**config.mk**
```make
export PLATFORM = sky130hd
export DESIGN_NAME = brightness_ctrl_flat
export DESIGN_NICKNAME = d
export VERILOG_FILES = /design/src/rtl/brightness_pkg.sv /design/src/rtl/brightness_ctrl_if.sv /design/src/rtl/brightness_lane.sv /design/src/rtl/brightness_ctrl.sv /design/src/flat_wrapper.sv
export SDC_FILE = /design/constraint.sdc
export NUM_CORES = 1
export LEC_CHECK = 0
export CORE_UTILIZATION = 60
export CTS_BUF_LIST = sky130_fd_sc_hd__clkbuf_4
export CTS_CLUSTER_SIZE = 8
export DETAILED_ROUTE_END_ITERATION = 7
export DONT_BUFFER_PORTS = 1
export HOLD_SLACK_MARGIN = 0.12
export PLACE_DENSITY_LB_ADDON = 0.15
export SYNTH_ARGS = -nofsm -noshare
export SYNTH_HDL_FRONTEND = slang
export SYNTH_SLANG_ARGS = --single-unit
```
**constraint.sdc**
```tcl
create_clock -name clk -period 3.28 [get_ports clk]
set_input_delay 0.328 -clock clk [delete_from_list [all_inputs] [get_ports clk]]
set_output_delay 0.328 -clock clk [all_outputs]
set_load 0.02 [all_outputs]
```
**src/rtl/brightness_pkg.sv**
```systemverilog
// Shared types, default geometry and lane saturation helper for the
// brightness-adjust sequencer.
package brightness_pkg;

  localparam int PIX_W_DEF  = 8;
  localparam int LANES_DEF  = 4;
  localparam int DEPTH_DEF  = 2100;
  localparam int ADDR_W_DEF = 12;
  localparam int OFF_W_DEF  = 9;

  typedef enum logic [2:0] {
    S_IDLE,
    S_RD,
    S_CALC,
    S_WR,
    S_DONE
  } state_e;

  // Adds a signed offset to an unsigned pixel value and clamps the result
  // to the range of a pix_w-bit unsigned lane.
  function automatic int sat_add(input int pix, input int off, input int pix_w);
    int sum;
    int hi;
    sum = pix + off;
    hi  = (1 << pix_w) - 1;
    if (sum < 0) begin
      return 0;
    end
    if (sum > hi) begin
      return hi;
    end
    return sum;
  endfunction

endpackage

```
**src/rtl/brightness_ctrl_if.sv**
```systemverilog
// Control, source-read and destination-write signals of the brightness
// sequencer; master is the sequencer, slave is the surrounding system.
interface brightness_ctrl_if #(
  parameter int ADDR_W = 12,
  parameter int WORD_W = 32,
  parameter int OFF_W  = 9
);

  logic                    start;
  logic                    abort;
  logic [ADDR_W:0]         num_words;
  logic signed [OFF_W-1:0] offset;
  logic                    busy;
  logic                    done;
  logic                    rd_en;
  logic [ADDR_W-1:0]       rd_addr;
  logic [WORD_W-1:0]       rd_data;
  logic                    wr_en;
  logic [ADDR_W-1:0]       wr_addr;
  logic [WORD_W-1:0]       wr_data;
  logic                    wr_ready;

  modport master (
    input  start, abort, num_words, offset, rd_data, wr_ready,
    output busy, done, rd_en, rd_addr, wr_en, wr_addr, wr_data
  );

  modport slave (
    output start, abort, num_words, offset, rd_data, wr_ready,
    input  busy, done, rd_en, rd_addr, wr_en, wr_addr, wr_data
  );

endinterface

```
**src/rtl/brightness_lane.sv**
```systemverilog
// One pixel lane: zero-extended pixel plus sign-extended offset, clamped
// to the unsigned lane range. Purely combinational.
module brightness_lane
  import brightness_pkg::*;
#(
  parameter int PIX_W = PIX_W_DEF,
  parameter int OFF_W = OFF_W_DEF
) (
  input  logic [PIX_W-1:0]        pix_i,
  input  logic signed [OFF_W-1:0] off_i,
  output logic [PIX_W-1:0]        sum_o
);

  always_comb begin
    sum_o = PIX_W'(sat_add(int'(pix_i), int'(off_i), PIX_W));
  end

endmodule

```
**src/rtl/brightness_ctrl.sv**
```systemverilog
// Restartable, back-pressured brightness pass: read a word, adjust every
// lane with saturation, write it out, repeat for the latched word count.
//
// state  | meaning
// IDLE   | waiting for start; config latched on accept
// RD     | rd_en issued for the current index
// CALC   | source word arrives; adjusted word registered into wr_data
// WR     | wr_en held until wr_ready; advances index or finishes
// DONE   | one-cycle done pulse, then back to IDLE
module brightness_ctrl
  import brightness_pkg::*;
#(
  parameter int  PIX_W  = PIX_W_DEF,
  parameter int  LANES  = LANES_DEF,
  parameter int  DEPTH  = DEPTH_DEF,
  parameter int  ADDR_W = ADDR_W_DEF,
  parameter int  OFF_W  = OFF_W_DEF,
  localparam int WORD_W = PIX_W * LANES
) (
  input  logic              clk,
  input  logic              rst,
  brightness_ctrl_if.master bus
);

  localparam logic [ADDR_W:0] DEPTH_N = (ADDR_W+1)'(DEPTH);
  localparam logic [ADDR_W:0] ONE_N   = (ADDR_W+1)'(1);

  state_e                  state_q;
  logic [ADDR_W-1:0]       idx_q;
  logic [ADDR_W:0]         nw_q;
  logic signed [OFF_W-1:0] off_q;

  logic                    busy_q;
  logic                    done_q;
  logic                    rd_en_q;
  logic                    wr_en_q;
  logic [ADDR_W-1:0]       rd_addr_q;
  logic [ADDR_W-1:0]       wr_addr_q;
  logic [WORD_W-1:0]       wr_data_q;

  logic [WORD_W-1:0]       wr_data_d;
  logic [ADDR_W:0]         nw_d;
  logic [ADDR_W-1:0]       idx_d;
  logic                    last_word;

  always_comb begin
    nw_d      = (bus.num_words > DEPTH_N) ? DEPTH_N : bus.num_words;
    idx_d     = idx_q + ADDR_W'(1);
    last_word = ({1'b0, idx_q} == (nw_q - ONE_N));
  end

  // Lanes work on the live source word; only CALC registers the result.
  for (genvar k = 0; k < LANES; k++) begin : g_lane
    brightness_lane #(
      .PIX_W (PIX_W),
      .OFF_W (OFF_W)
    ) u_lane (
      .pix_i (bus.rd_data[k*PIX_W +: PIX_W]),
      .off_i (off_q),
      .sum_o (wr_data_d[k*PIX_W +: PIX_W])
    );
  end

  always_ff @(posedge clk or posedge rst) begin
    if (rst) begin
      state_q   <= S_IDLE;
      idx_q     <= '0;
      nw_q      <= '0;
      off_q     <= '0;
      busy_q    <= 1'b0;
      done_q    <= 1'b0;
      rd_en_q   <= 1'b0;
      wr_en_q   <= 1'b0;
      rd_addr_q <= '0;
      wr_addr_q <= '0;
      wr_data_q <= '0;
    end else begin
      done_q  <= 1'b0;
      rd_en_q <= 1'b0;
      if ((state_q != S_IDLE) && bus.abort) begin
        state_q <= S_IDLE;
        busy_q  <= 1'b0;
        wr_en_q <= 1'b0;
      end else begin
        case (state_q)
          S_IDLE: begin
            if (bus.start) begin
              off_q  <= bus.offset;
              nw_q   <= nw_d;
              idx_q  <= '0;
              busy_q <= 1'b1;
              if (nw_d == '0) begin
                state_q <= S_DONE;
                done_q  <= 1'b1;
              end else begin
                state_q   <= S_RD;
                rd_en_q   <= 1'b1;
                rd_addr_q <= '0;
              end
            end
          end
          S_RD: begin
            state_q <= S_CALC;
          end
          S_CALC: begin
            wr_data_q <= wr_data_d;
            wr_addr_q <= idx_q;
            wr_en_q   <= 1'b1;
            state_q   <= S_WR;
          end
          S_WR: begin
            if (bus.wr_ready) begin
              wr_en_q <= 1'b0;
              if (last_word) begin
                state_q <= S_DONE;
                done_q  <= 1'b1;
              end else begin
                idx_q     <= idx_d;
                rd_addr_q <= idx_d;
                rd_en_q   <= 1'b1;
                state_q   <= S_RD;
              end
            end
          end
          S_DONE: begin
            busy_q  <= 1'b0;
            state_q <= S_IDLE;
          end
          default: begin
            busy_q  <= 1'b0;
            wr_en_q <= 1'b0;
            state_q <= S_IDLE;
          end
        endcase
      end
    end
  end

  assign bus.busy    = busy_q;
  assign bus.done    = done_q;
  assign bus.rd_en   = rd_en_q;
  assign bus.rd_addr = rd_addr_q;
  assign bus.wr_en   = wr_en_q;
  assign bus.wr_addr = wr_addr_q;
  assign bus.wr_data = wr_data_q;

endmodule

```
**src/flat_wrapper.sv**
```systemverilog
// flat-port wrapper written by rule: the top's interface ports become plain ports
module brightness_ctrl_flat import brightness_pkg::*;
#(
  parameter int  PIX_W  = PIX_W_DEF,
  parameter int  LANES  = LANES_DEF,
  parameter int  DEPTH  = DEPTH_DEF,
  parameter int  ADDR_W = ADDR_W_DEF,
  parameter int  OFF_W  = OFF_W_DEF,
  localparam int WORD_W = PIX_W * LANES
)
  (clk, rst, bus_start, bus_abort, bus_num_words, bus_offset, bus_rd_data, bus_wr_ready, bus_busy, bus_done, bus_rd_en, bus_rd_addr, bus_wr_en, bus_wr_addr, bus_wr_data);
  brightness_ctrl_if #(.ADDR_W(ADDR_W), .WORD_W((32)), .OFF_W(OFF_W)) bus_i ();
  input  logic clk;
  input  logic rst;
  input wire logic [$bits(bus_i.start)-1:0] bus_start;
  input wire logic [$bits(bus_i.abort)-1:0] bus_abort;
  input wire logic [$bits(bus_i.num_words)-1:0] bus_num_words;
  input wire logic [$bits(bus_i.offset)-1:0] bus_offset;
  input wire logic [$bits(bus_i.rd_data)-1:0] bus_rd_data;
  input wire logic [$bits(bus_i.wr_ready)-1:0] bus_wr_ready;
  output wire logic [$bits(bus_i.busy)-1:0] bus_busy;
  output wire logic [$bits(bus_i.done)-1:0] bus_done;
  output wire logic [$bits(bus_i.rd_en)-1:0] bus_rd_en;
  output wire logic [$bits(bus_i.rd_addr)-1:0] bus_rd_addr;
  output wire logic [$bits(bus_i.wr_en)-1:0] bus_wr_en;
  output wire logic [$bits(bus_i.wr_addr)-1:0] bus_wr_addr;
  output wire logic [$bits(bus_i.wr_data)-1:0] bus_wr_data;
  assign bus_i.start = bus_start;
  assign bus_i.abort = bus_abort;
  assign bus_i.num_words = bus_num_words;
  assign bus_i.offset = bus_offset;
  assign bus_i.rd_data = bus_rd_data;
  assign bus_i.wr_ready = bus_wr_ready;
  assign bus_busy = bus_i.busy;
  assign bus_done = bus_i.done;
  assign bus_rd_en = bus_i.rd_en;
  assign bus_rd_addr = bus_i.rd_addr;
  assign bus_wr_en = bus_i.wr_en;
  assign bus_wr_addr = bus_i.wr_addr;
  assign bus_wr_data = bus_i.wr_data;
  brightness_ctrl #(.PIX_W(PIX_W), .LANES(LANES), .DEPTH(DEPTH), .ADDR_W(ADDR_W), .OFF_W(OFF_W)) u_core (.clk(clk), .rst(rst), .bus(bus_i));
endmodule
```
==> results.py, run 1 <==
metrics = {
    "sta": {
        "tns_ns": 0,
        "unrepaired_setup_endpoints_after_global_routing": "false",
        "hold_viol": 0,
        "max_slew.worst_pin.slew_ns": 0.6693,
        "period_utilization_post_route_pct": 97.24,
        "achievable_freq_mhz": 313.5,
        "final.setup_skew_ns": 0.01773,
        "fin_ws_ns": 0.09068,
        "slew_headroom_pct": 55.38,
        "drv_slew": 0,
        "final_period_minus_worst_setup_slack_ns": 3.189,
        "setup_violations_final": 0,
    },
    "critical_path": {
        "worst_path_most_repeated_cell": "sky130_fd_sc_hd__or4_4",
        "critPathLaunchType": "flip-flop",
        "path_delay_family": "simple AND/OR/NAND/NOR gates",
        "worstPathArrival_ns": 3.54,
        "critPathLaunch": "u_core.nw_q[3]",
        "timing.critical_path.required_ns": 3.63,
        "cp_slowest_cell": "sky130_fd_sc_hd__or4_4",
        "maximum_fanout_along_the_worst_path": 10,
        "worst_setup_path_end_kind": "flip-flop",
        "worst-r2r-setup-slack_ns": 0.09,
        "path_cells": "or4_4 -> or4_4 -> a2111oi_4 -> o32ai_2 -> or4_4 -> buf_4 -> mux2i_1 -> o21ai_1",
        "cpPeakStageDelay_ns": 0.58,
        "setup.worst_path.class": "flip-flop to flip-flop",
        "reg2reg_from": "u_core.nw_q[3]",
        "path_buf_inv": 1,
        "reg2reg_depth": 8,
        "rr_endpoint": "u_core.bus.rd_addr[4]",
    },
    "min_path": {
        "hp-start": "bus_rd_data[24]",
        "worst_hold_path_type": "input port to flip-flop",
        "whs_endpoint": "u_core.bus.wr_data[24]",
        "hold-path-cell-count": 3,
    },
    "routing": {
        "drt_pre_antenna_iters": 5,
        "wl_met2_mm": 7.282,
        "vias_per_cell": 6.053,
        "drt-initial-drc-count": 293,
        "topRoutingLayerUsed": "met4",
        "dr_total_vias": 5363,
        "met3_length_mm": 1.266,
        "antenna_violation_net_count_after_detailed_routing": 0,
        "wl_met1_mm": 7.040,
        "routedWlPerCell_um": 17.98,
        "drt_wl_total_mm": 15.93,
        "remaining_drc_errors": 0,
    },
    "final_layout": {
        "num_antenna_cells": 0,
        "fin_cells": 886,
        "area_delta_synth_final_pct": 8.674,
        "fin_util_pct": 68.18,
        "drive_gt1_share_pct": 7.703,
        "layout.cell_area.non_filler_um2": 6725,
        "final_layout_net_count": 845,
    },
    "power": {
        "p_sw_share_pct": 47.08,
        "power.static_leakage_nw": 3.064,
        "netSwitchingPower_mw": 2.434,
        "vdd_drop_max_uv": 492.0,
        "p_int_mw": 2.735,
        "pwr-share-clk_pct": 12.3,
        "power_per_cell_area_nw_per_um2": 768.6,
        "power.share.sequential_pct": 42.5,
        "share_comb_of_total_power_pct": 45.2,
    },
    "synthesis": {
        "post-synth-top-area-fraction_pct": 39.22,
        "synth-seq-area-share_pct": 39.22,
        "edff_count_synth": 0,
        "post_synthesis_cell_area_um2": 6188,
        "total_nets_after_synthesis": 830,
        "synth_ff_type": "sky130_fd_sc_hd__dfrtp_1",
        "yosys-top-cells-area": "sky130_fd_sc_hd__dfrtp_1 39%, sky130_fd_sc_hd__nand2_1 7.1%, sky130_fd_sc_hd__ha_1 6.9%",
        "synth-seq-cells": 97,
        "synth_top_cell_by_area": "sky130_fd_sc_hd__dfrtp_1",
        "async_flop_share_pct": 100.0,
        "synth_cell_type_count": 57,
        "postSynthAreaPerCell_um2": 8.443,
        "top_post_synthesis_cells_by_count": "117 x sky130_fd_sc_hd__nand2_1, 97 x sky130_fd_sc_hd__dfrtp_1, 68 x sky130_fd_sc_hd__o21ai_0, 65 x sky130_fd_sc_hd__nor2_1, 41 x sky130_fd_sc_hd__inv_1",
        "most_used_standard_cell_by_instance_count_after_synthesis": "sky130_fd_sc_hd__nand2_1",
        "cell_count_after_synthesis": 733,
        "number_of_synthesis_warnings": 0,
    },
    "clock_network": {
        "cts.clk_slew.worst_paths_ns": 0.16,
        "clock_sink_count": 97,
        "insertion_delay_ns": 0.47,
        "post-cts-setup-buffer-count": 0,
        "cts_made_buffers": 9,
        "cts-htree-levels": 3,
        "tritoncts": "built",
        "cts_buffer_depth": 2,
        "clock-root-buffer": "sky130_fd_sc_hd__clkbuf_4",
    },
    "floorplanning": {
        "core_area_um2": 9864,
        "die_height_um": 103.6,
        "start_util_pct": 62.73,
        "die_area_um2": 10720,
        "placement_rows": 36,
        "top_level_ports": 119,
        "dieWidth_um": 103.6,
    },
    "run": {
        "max_cap_viol_count": 0,
    },
    "place": {
        "number_of_i_o_port_buffers": 0,
        "detailed_place_hpwl_mm": 11.48,
        "place_ws_ns": 0.1009,
        "placed_area_um2": 6316,
        "place.gp.congestion": 0.9269,
        "post-place-cells": 844,
    },
    "grt": {
        "wire_length_of_the_first_global_routing_pass_mm": 25.88,
        "maximum_number_of_pins_on_one_net_before_global_route_repair": 52,
        "globalRouteTotalUtil_pct": 30.06,
        "antenna_violations_before_repair": 0,
        "number_of_global_route_vias_before_repair": 5272,
        "gr-total-overflow": 0,
    },
    "run_status": {
        "outcome": "completed",
    },
}
[kinds of logic after synthesis]
logic type,synth area share (%)
buf+inv,4.873
mux,3.801
flops,39.22
fa+ha+maj,8.168
xor+xnor,5.237
simple gates,21.88
compound gates,16.82
[tightest hold or removal path, delay by kind of cell]
kind            cells  cell delay (ns)
compound gates      1             0.14
fa+ha+maj           1             0.10
simple gates        1             0.04
[cell type report]
type                            count  area (um2)
Tap cell                          133       166.4
Sequential cell                    97        2427
Clock buffer                        9       67.56
Clock inverter                      7       61.31
Fill cell                         783        3139
Multi-Input combinational cell    559        3481
Inverter                           41       156.4
Timing Repair Buffer               40       365.4
[power by group through the flow]
stage,clock network [mW],logic (mW),registers (mW)
2_1_floorplan,0,1.84,2.04
3_3_place_gp,0,2.15,2.20
3_5_place_dp,0,2.26,2.22
4_1_cts,0.635,2.30,2.19
5_1_grt,0.692,2.63,2.24
6_report,0.634,2.34,2.20
[cells in the final DEF, fill, tap and decap left out, types with 9 or more instances in the layout]
cell / synthesis / final
sky130_fd_sc_hd__dlygate4sd3_1: 0 / 26
sky130_fd_sc_hd__nand2_1: 117 / 117
sky130_fd_sc_hd__nand3_1: 18 / 18
sky130_fd_sc_hd__ha_1: 34 / 34
sky130_fd_sc_hd__mux2i_1: 10 / 10
sky130_fd_sc_hd__xnor2_1: 27 / 27
sky130_fd_sc_hd__nor3_1: 13 / 13
sky130_fd_sc_hd__o21ai_1: 9 / 9
sky130_fd_sc_hd__mux2_2: 12 / 12
sky130_fd_sc_hd__inv_1: 41 / 40
sky130_fd_sc_hd__nor2_1: 65 / 65
sky130_fd_sc_hd__clkbuf_4: 0 / 9
sky130_fd_sc_hd__a21oi_1: 37 / 37
sky130_fd_sc_hd__o211ai_1: 9 / 9
sky130_fd_sc_hd__xor2_1: 10 / 10
sky130_fd_sc_hd__dfrtp_1: 97 / 97
sky130_fd_sc_hd__nor2b_1: 11 / 11
sky130_fd_sc_hd__o21ai_0: 68 / 68
sky130_fd_sc_hd__nand2b_1: 14 / 14
sky130_fd_sc_hd__buf_4: 1 / 14
[registers in the layout (all words and copies together) (netlist names)]
signal / flops
u_core.bus.wr_en: 1
u_core.nw_q: 13
u_core.bus.wr_addr: 12
u_core.bus.wr_data: 32
u_core.state_q: 3
u_core.idx_q: 12
u_core.bus.done: 1
u_core.bus.rd_addr: 12
u_core.bus.rd_en: 1
u_core.off_q: 9
u_core.bus.busy: 1
[metrics by stage]
stage	hold WS, ns	power, mW
detailed placement	0.3260	4.475
CTS	0.1665	5.130
global placement	0.3172	4.342
finish	0.1641	5.169
floorplan	0.4006	3.881
global route	0.1562	5.565
[per-layer routing]
layer	track usage, %	vias to the layer above
li1	-	2568
met5	0	-
met3	6.482	27
met4	9.627	0
met1	41.15	2538
met2	47.65	230
[worst max-delay path by stage]
stage | end | slack (ns) | cells past startpoint
after floorplan | u_core.bus.rd_addr[10] | 0.34 | 8
after global placement | u_core.bus.rd_addr[2] | 0.20 | 8
after detailed placement | u_core.bus.rd_addr[4] | 0.10 | 8
after CTS | u_core.bus.rd_addr[4] | 0.11 | 8
after global routing | u_core.bus.rd_addr[10] | 0.008 | 8
final | u_core.bus.rd_addr[4] | 0.09 | 8
[what timing repair did]
| action | CTS | global route |
|---|---|---|
| hold endpoints to repair | 72 | 0 |
| endpoints found under the setup margin | 0 | 7 |
| gates resized for setup | 0 | 2 |
| hold buffers | 26 | 0 |
No activity file was read; power rests on OpenSTA's default activity.
==> run 2, diff against run 1 <==
Settings changed: ABC_AREA from default to 1, CTS_CLUSTER_DIAMETER from default to 60.
==> run 2 against run 1 <==
Net effect:
- utilization rose by 0.063 points
- non-clock buffer count decreased by 6
- count of clock-buffer cells in the layout stayed put
- clock skew up 0.0091 ns
- total power grew 11%
- critical endpoint is now u_core.bus.wr_data[6]
- critical path depth grew 2
- die area is 0.28% lower
- largest cell class unchanged
- synthesized cell count increased by 14%
- sequential cell count unchanged
- via count up 5.3%
- critical path type unchanged
==> results.py, run 2 <==
metrics = {
    "synthesis": {
        "total_nets_after_synthesis": 936,
        "number_of_synthesis_warnings": 0,
        "synth-seq-area-share_pct": 39.33,
        "synth_compound_gate_area_share_pct": 8.597,
        "postSynthAreaPerCell_um2": 7.355,
        "synth_cell_type_count": 35,
        "yosys-mux-area-fraction_pct": 0.3650,
        "yosys.area_share.simple_pct": 32.16,
        "post_synthesis_cell_area_um2": 6171,
        "yosys.area_share.adder_pct": 8.191,
        "top_post_synthesis_cells_by_count": "294 x sky130_fd_sc_hd__nand2_1, 97 x sky130_fd_sc_hd__dfrtp_1, 85 x sky130_fd_sc_hd__inv_1, 64 x sky130_fd_sc_hd__nand3_1, 55 x sky130_fd_sc_hd__nor2_1",
        "most_used_standard_cell_by_instance_count_after_synthesis": "sky130_fd_sc_hd__nand2_1",
        "synth-seq-cells": 97,
        "yosys-top-cells-area": "sky130_fd_sc_hd__dfrtp_1 39%, sky130_fd_sc_hd__nand2_1 18%, sky130_fd_sc_hd__ha_1 6.9%",
        "post_synth_xor_area_fraction_pct": 4.542,
        "edff_count_synth": 0,
        "async_flop_share_pct": 100.0,
        "combinational_family_with_the_most_area_after_synthesis": "simple AND/OR/NAND/NOR gates",
        "synth_top_cell_by_area": "sky130_fd_sc_hd__dfrtp_1",
        "post-synth-top-area-fraction_pct": 39.33,
        "cell_count_after_synthesis": 839,
        "synth_ff_type": "sky130_fd_sc_hd__dfrtp_1",
    },
    "grt": {
        "wire_length_of_the_first_global_routing_pass_mm": 24.64,
        "gr-total-overflow": 0,
        "number_of_global_route_vias_before_repair": 5404,
        "antenna_violations_before_repair": 0,
        "maximum_number_of_pins_on_one_net_before_global_route_repair": 49,
        "globalRouteTotalUtil_pct": 30.21,
    },
    "critical_path": {
        "timing.critical_path.required_ns": 3.68,
        "worstPathArrival_ns": 3.12,
        "worst_setup_path_end_kind": "flip-flop",
        "setup.worst_path.class": "flip-flop to flip-flop",
        "maximum_fanout_along_the_worst_path": 8,
        "cp_slowest_cell": "sky130_fd_sc_hd__dfrtp_1",
        "path_cells": "inv_1 -> fa_1 -> o21ai_0 -> nand2_1 -> nand4_1 -> nor2_1 -> a21oi_1 -> nand2_1 -> nand2_1 -> nand2_1",
        "worst_path_most_repeated_cell": "sky130_fd_sc_hd__nand2_1",
        "critPathLaunchType": "flip-flop",
        "cpPeakStageDelay_ns": 0.51,
    },
    "routing": {
        "drt_wl_total_mm": 15.60,
        "routedWlPerCell_um": 15.55,
        "drt-initial-drc-count": 268,
        "dr_total_vias": 5645,
        "vias_per_cell": 5.628,
        "drt_pre_antenna_iters": 5,
        "antenna_violation_net_count_after_detailed_routing": 0,
        "remaining_drc_errors": 0,
    },
    "sta": {
        "final_period_minus_worst_setup_slack_ns": 2.723,
        "setup_violations_final": 0,
        "tns_ns": 0,
        "fin_ws_ns": 0.5574,
        "unrepaired_setup_endpoints_after_global_routing": "false",
        "max_slew.worst_pin.slew_ns": 0.8531,
        "hold_viol": 0,
        "final_layout_worst_hold_slack_ns": 0.1480,
        "period_utilization_post_route_pct": 83.01,
        "drv_slew": 0,
        "slew_headroom_pct": 42.92,
        "final.setup_skew_ns": 0.02684,
        "achievable_freq_mhz": 367.3,
    },
    "final_layout": {
        "largest_reg_flops": 32,
        "final_layout_net_count": 962,
        "fin_cells": 1003,
        "num_antenna_cells": 0,
        "fill_cells": 817,
        "mostFrequentLayoutCell": "sky130_fd_sc_hd__nand2_1",
        "area_delta_synth_final_pct": 9.084,
        "final_cell_mix": "293 x sky130_fd_sc_hd__nand2_1, 97 x sky130_fd_sc_hd__dfrtp_1, 84 x sky130_fd_sc_hd__inv_1",
        "area_of_combinational_cells_with_multiple_inputs_um2": 3326,
        "drive_gt1_share_pct": 5.287,
        "ff_latch_area_um2": 2427,
    },
    "floorplanning": {
        "die_area_um2": 10690,
        "top_level_ports": 119,
        "core_area_um2": 9864,
        "start_util_pct": 62.56,
        "dieWidth_um": 103.4,
        "placement_rows": 36,
        "die_height_um": 103.4,
    },
    "power": {
        "power_per_cell_area_nw_per_um2": 850.1,
        "power.static_leakage_nw": 3.484,
        "vdd_drop_max_uv": 529.2,
    },
    "run": {
        "max_cap_viol_count": 0,
    },
    "clock_network": {
        "clock_sink_count": 97,
        "cts_made_buffers": 9,
        "post_cts.resized_instances": 0,
        "cts_buffer_depth": 2,
        "tritoncts": "built",
        "cts.clk_slew.worst_paths_ns": 0.17,
        "cts-htree-levels": 3,
        "insertion_delay_ns": 0.50,
        "clock-root-buffer": "sky130_fd_sc_hd__clkbuf_4",
    },
    "min_path": {
        "worst_hold_path_type": "input port to flip-flop",
    },
    "place": {
        "place.gp.congestion": 0.8609,
        "post-place-cells": 960,
        "number_of_i_o_port_buffers": 0,
        "detailed_place_hpwl_mm": 11.71,
        "place_ws_ns": 0.6090,
    },
    "run_status": {
        "outcome": "completed",
    },
}
## run 2: cell count changes after synthesis, moves of 14 or more
cell                       delta
sky130_fd_sc_hd__nand2_1    +177
sky130_fd_sc_hd__nand3_1     +46
sky130_fd_sc_hd__inv_1       +44
sky130_fd_sc_hd__o21ai_0     -37
sky130_fd_sc_hd__clkbuf_1    -20
sky130_fd_sc_hd__nand2b_1    -14
## run 2: path summary, 6_finish.rpt
check | endpoint | slack, ns | cells after the start | startpoint
max in group asynchronous | u_core.off_q[7] | 2.13 | 3 | rst
worst min-delay path | u_core.bus.wr_data[0] | 0.15 | 5 | bus_rd_data[0]
worst max register to register | u_core.bus.wr_data[6] | 0.56 | 10 | u_core.off_q[1]
worst max-delay path | u_core.bus.wr_data[6] | 0.56 | 10 | u_core.off_q[1]
min in group asynchronous | u_core.idx_q[4] | 0.36 | 2 | rst
worst min register to register | u_core.nw_q[12] | 0.52 | 2 | u_core.nw_q[12]
## run 2: stage by stage
step	total power, mW	util (%)	cell area, um2
4_1_cts	5.696	68.24	6731
3_3_place_gp	4.843	63.88	6301
2_1_floorplan	4.337	-	6171
6_report	5.723	68.24	6731
5_1_grt	6.226	68.24	6731
3_5_place_dp	4.925	63.88	6301
## run 2: area by class of cell
class,count,share of cell area (%)
multi-input cells,636,49.41
repair buffers,34,4.796
clock inverters,7,1.375
flip-flops and latches,97,36.06
inverters,87,4.888
well taps,133,2.472
clock buffers,9,1.004
## run 2: logic make-up after synthesis
kind of cell    Yosys count
xor+xnor                 32
mux                       2
fa+ha+maj                38
simple gates            466
buf+inv                 106
compound gates           98
flops                    97
## run 2: metal layers
layer,vias to the layer above,global-route usage [%],share of wire [%]
met1,2630,40.35,45
met3,32,5.578,7.9
met4,0,13.00,2.2
met2,216,48.24,45
li1,2767,-,-
met5,-,0,0
## run 2: what timing repair did
| item | 4_1_cts | 5_1_grt |
|---|---|---|
| hold buffers | 27 | 0 |
| hold endpoints to repair | 71 | 0 |
| setup buffers | 0 | 0 |
## run 2: critical path, delay by kind of cell (launching register included)
kind	cells	cell delay, ns
fa+ha+maj	1	0.46
buf+inv	1	0.23
simple gates	6	0.57
flops	1	0.51
compound gates	2	0.88
## run 2: power by group
part           total [mW]  switching (mW)  internal, mW
Clock               0.741           0.485         0.255
Sequential           2.13           0.602          1.53
Combinational        2.85            1.79          1.06
==> run 3, diff against run 2 <==
Clock period 3.28 ns to 2.49 ns, I/O delays scaled along.
==> run 3 against run 2 <==
Net effect:
- combinational power rose by 37%
- maximum frequency rose by 17%
- global-route usage rose by 0.53 points
- hold slack got worse by 0.0089 ns
- non-clock buffer count rose by 10
- setup slack got worse by 0.39 ns
- via count fell by 0.11%
- clock skew fell by 0.0099 ns
- first-iteration DRC count rose by 32%
- die area did not move
==> results.py, run 3 (synthesis gave the netlist of run 2 again) <==
metrics = {
    "run_status": {
        "outcome": "completed",
    },
    "sta": {
        "hold_viol": 0,
        "max_slew.worst_pin.slew_ns": 0.5929,
        "drv_slew": 0,
        "setup_violations_final": 0,
        "period_utilization_post_route_pct": 93.08,
        "slew_headroom_pct": 60.47,
        "achievable_freq_mhz": 431.5,
        "final_layout_worst_hold_slack_ns": 0.1392,
        "final.setup_skew_ns": 0.01690,
        "final_period_minus_worst_setup_slack_ns": 2.318,
        "tns_ns": 0,
        "fin_ws_ns": 0.1723,
        "unrepaired_setup_endpoints_after_global_routing": "true",
    },
    "critical_path": {
        "critPathLaunchType": "flip-flop",
        "maximum_fanout_along_the_worst_path": 8,
        "timing.critical_path.required_ns": 2.91,
        "worst-r2r-setup-slack_ns": 0.17,
        "reg2reg_from": "u_core.nw_q[1]",
        "reg2reg_depth": 13,
        "setup.worst_path.class": "flip-flop to flip-flop",
        "worstPathArrival_ns": 2.74,
        "worst_setup_path_end_kind": "flip-flop",
        "rr_endpoint": "u_core.bus.done",
    },
    "power": {
        "power.static_leakage_nw": 3.525,
        "share_comb_of_total_power_pct": 51.1,
        "p_sw_share_pct": 49.61,
        "pwr-share-clk_pct": 12.2,
        "power_per_cell_area_nw_per_um2": 1115,
        "netSwitchingPower_mw": 3.784,
        "p_int_mw": 3.844,
        "power.share.sequential_pct": 36.7,
        "vdd_drop_max_uv": 612.8,
    },
    "place": {
        "place_ws_ns": 0.1491,
        "placed_area_um2": 6352,
        "detailed_place_hpwl_mm": 11.52,
        "number_of_i_o_port_buffers": 0,
        "place.gp.congestion": 0.9053,
    },
    "clock_network": {
        "tritoncts": "built",
        "clock-root-buffer": "sky130_fd_sc_hd__clkbuf_4",
        "cts-htree-levels": 3,
        "cts_made_buffers": 9,
        "cts.clk_slew.worst_paths_ns": 0.17,
        "insertion_delay_ns": 0.47,
        "cts_buffer_depth": 2,
        "clock_sink_count": 97,
    },
    "routing": {
        "routedWlPerCell_um": 15.24,
        "vias_per_cell": 5.567,
        "antenna_violation_net_count_after_detailed_routing": 0,
        "wl_met2_mm": 7.065,
        "drt_wl_total_mm": 15.44,
        "remaining_drc_errors": 0,
        "topRoutingLayerUsed": "met4",
        "wl_met1_mm": 6.883,
        "met3_length_mm": 1.234,
        "dr_total_vias": 5639,
        "drt_pre_antenna_iters": 5,
        "drt-initial-drc-count": 354,
    },
    "grt": {
        "gr-total-overflow": 0,
        "antenna_violations_before_repair": 0,
        "wire_length_of_the_first_global_routing_pass_mm": 25.19,
        "globalRouteTotalUtil_pct": 30.74,
        "maximum_number_of_pins_on_one_net_before_global_route_repair": 58,
        "number_of_global_route_vias_before_repair": 5403,
    },
    "min_path": {
        "worst_hold_path_type": "input port to flip-flop",
        "hold-path-cell-count": 5,
        "whs_endpoint": "u_core.bus.busy",
        "hp-start": "bus_start",
    },
    "final_layout": {
        "final_layout_net_count": 972,
        "ff_latch_area_um2": 2430,
        "layout.cell_area.non_filler_um2": 6840,
        "num_antenna_cells": 0,
        "fin_util_pct": 69.34,
        "area_delta_synth_final_pct": 10.85,
        "area_of_combinational_cells_with_multiple_inputs_um2": 3341,
        "largest_reg_flops": 32,
        "final_cell_mix": "293 x sky130_fd_sc_hd__nand2_1, 95 x sky130_fd_sc_hd__dfrtp_1, 84 x sky130_fd_sc_hd__inv_1",
        "fill_cells": 837,
        "mostFrequentLayoutCell": "sky130_fd_sc_hd__nand2_1",
        "drive_gt1_share_pct": 6.136,
    },
    "floorplanning": {
        "top_level_ports": 119,
        "die_area_um2": 10690,
        "start_util_pct": 62.56,
        "placement_rows": 36,
        "die_height_um": 103.4,
        "core_area_um2": 9864,
        "dieWidth_um": 103.4,
    },
    "run": {
        "max_cap_viol_count": 0,
    },
}
==> run 3: power groups by stage <==
stage                     clock [mW]  combinational, mW  sequential (mW)
after global routing            1.01               4.45             2.87
final                          0.929               3.90             2.80
after detailed placement           0               3.73             2.82
after global placement             0               3.64             2.81
after floorplan                    0               3.03             2.68
after CTS                      0.941               3.82             2.79
==> run 3: layout make-up <==
type / count / share of cell area [%]
sequential: 97 / 35.52
tap: 133 / 2.433
multi-input combinational: 636 / 48.84
clock inverter: 7 / 1.207
inverter: 87 / 4.829
clock buffer: 9 / 0.9877
timing repair buffer: 44 / 6.183
==> run 3: how the worst max path moves through the flow <==
stage               startpoint                     end  slack, ns  cells past startpoint
5_1_grt         u_core.nw_q[1]         u_core.bus.done      -0.02                     13
3_5_place_dp   u_core.off_q[0]  u_core.bus.wr_data[16]       0.15                     11
6_report        u_core.nw_q[1]         u_core.bus.done       0.17                     13
3_3_place_gp   u_core.off_q[0]   u_core.bus.wr_data[5]       0.21                     12
2_1_floorplan  u_core.off_q[0]   u_core.bus.wr_data[0]       0.34                     11
4_1_cts         u_core.nw_q[0]         u_core.bus.done       0.09                     13
==> run 3: metal layers <==
metal	vias to the layer above	global-route usage [%]
met5	-	0
met4	0	8.776
met3	20	7.460
met2	214	49.16
met1	2618	41.60
li1	2787	-
==> run 3: worst max-delay path, cell delays in order (launching register included) <==
cell                            delay [ns]
sky130_fd_sc_hd__dfrtp_1              0.44
sky130_fd_sc_hd__inv_1                0.13
sky130_fd_sc_hd__ha_4                 0.19
sky130_fd_sc_hd__nand2_1              0.10
sky130_fd_sc_hd__nand2_1              0.11
sky130_fd_sc_hd__nand2_1              0.09
sky130_fd_sc_hd__nand2_1              0.06
sky130_fd_sc_hd__nand2_1              0.05
sky130_fd_sc_hd__nor2_1               0.08
sky130_fd_sc_hd__nand3_1              0.08
sky130_fd_sc_hd__nor2_2               0.14
sky130_fd_sc_hd__nand4_1              0.12
sky130_fd_sc_hd__a21oi_1              0.13
sky130_fd_sc_hd__dlygate4sd3_1        0.56
==> run 3: repair_timing <==
action / CTS / global route
resized for setup: 0 / 8
hold buffers: 32 / 0
setup endpoints to repair: 0 / 35
buffers inserted: 0 / 0
endpoints found under the hold margin: 125 / 0
==> run 3: stage by stage <==
step | std cells | total power [mW]
after floorplan | 839 | 5.713
after global placement | 965 | 6.452
after detailed placement | 965 | 6.552
after CTS | 1013 | 7.556
after global routing | 1013 | 8.336
final | 1013 | 7.628
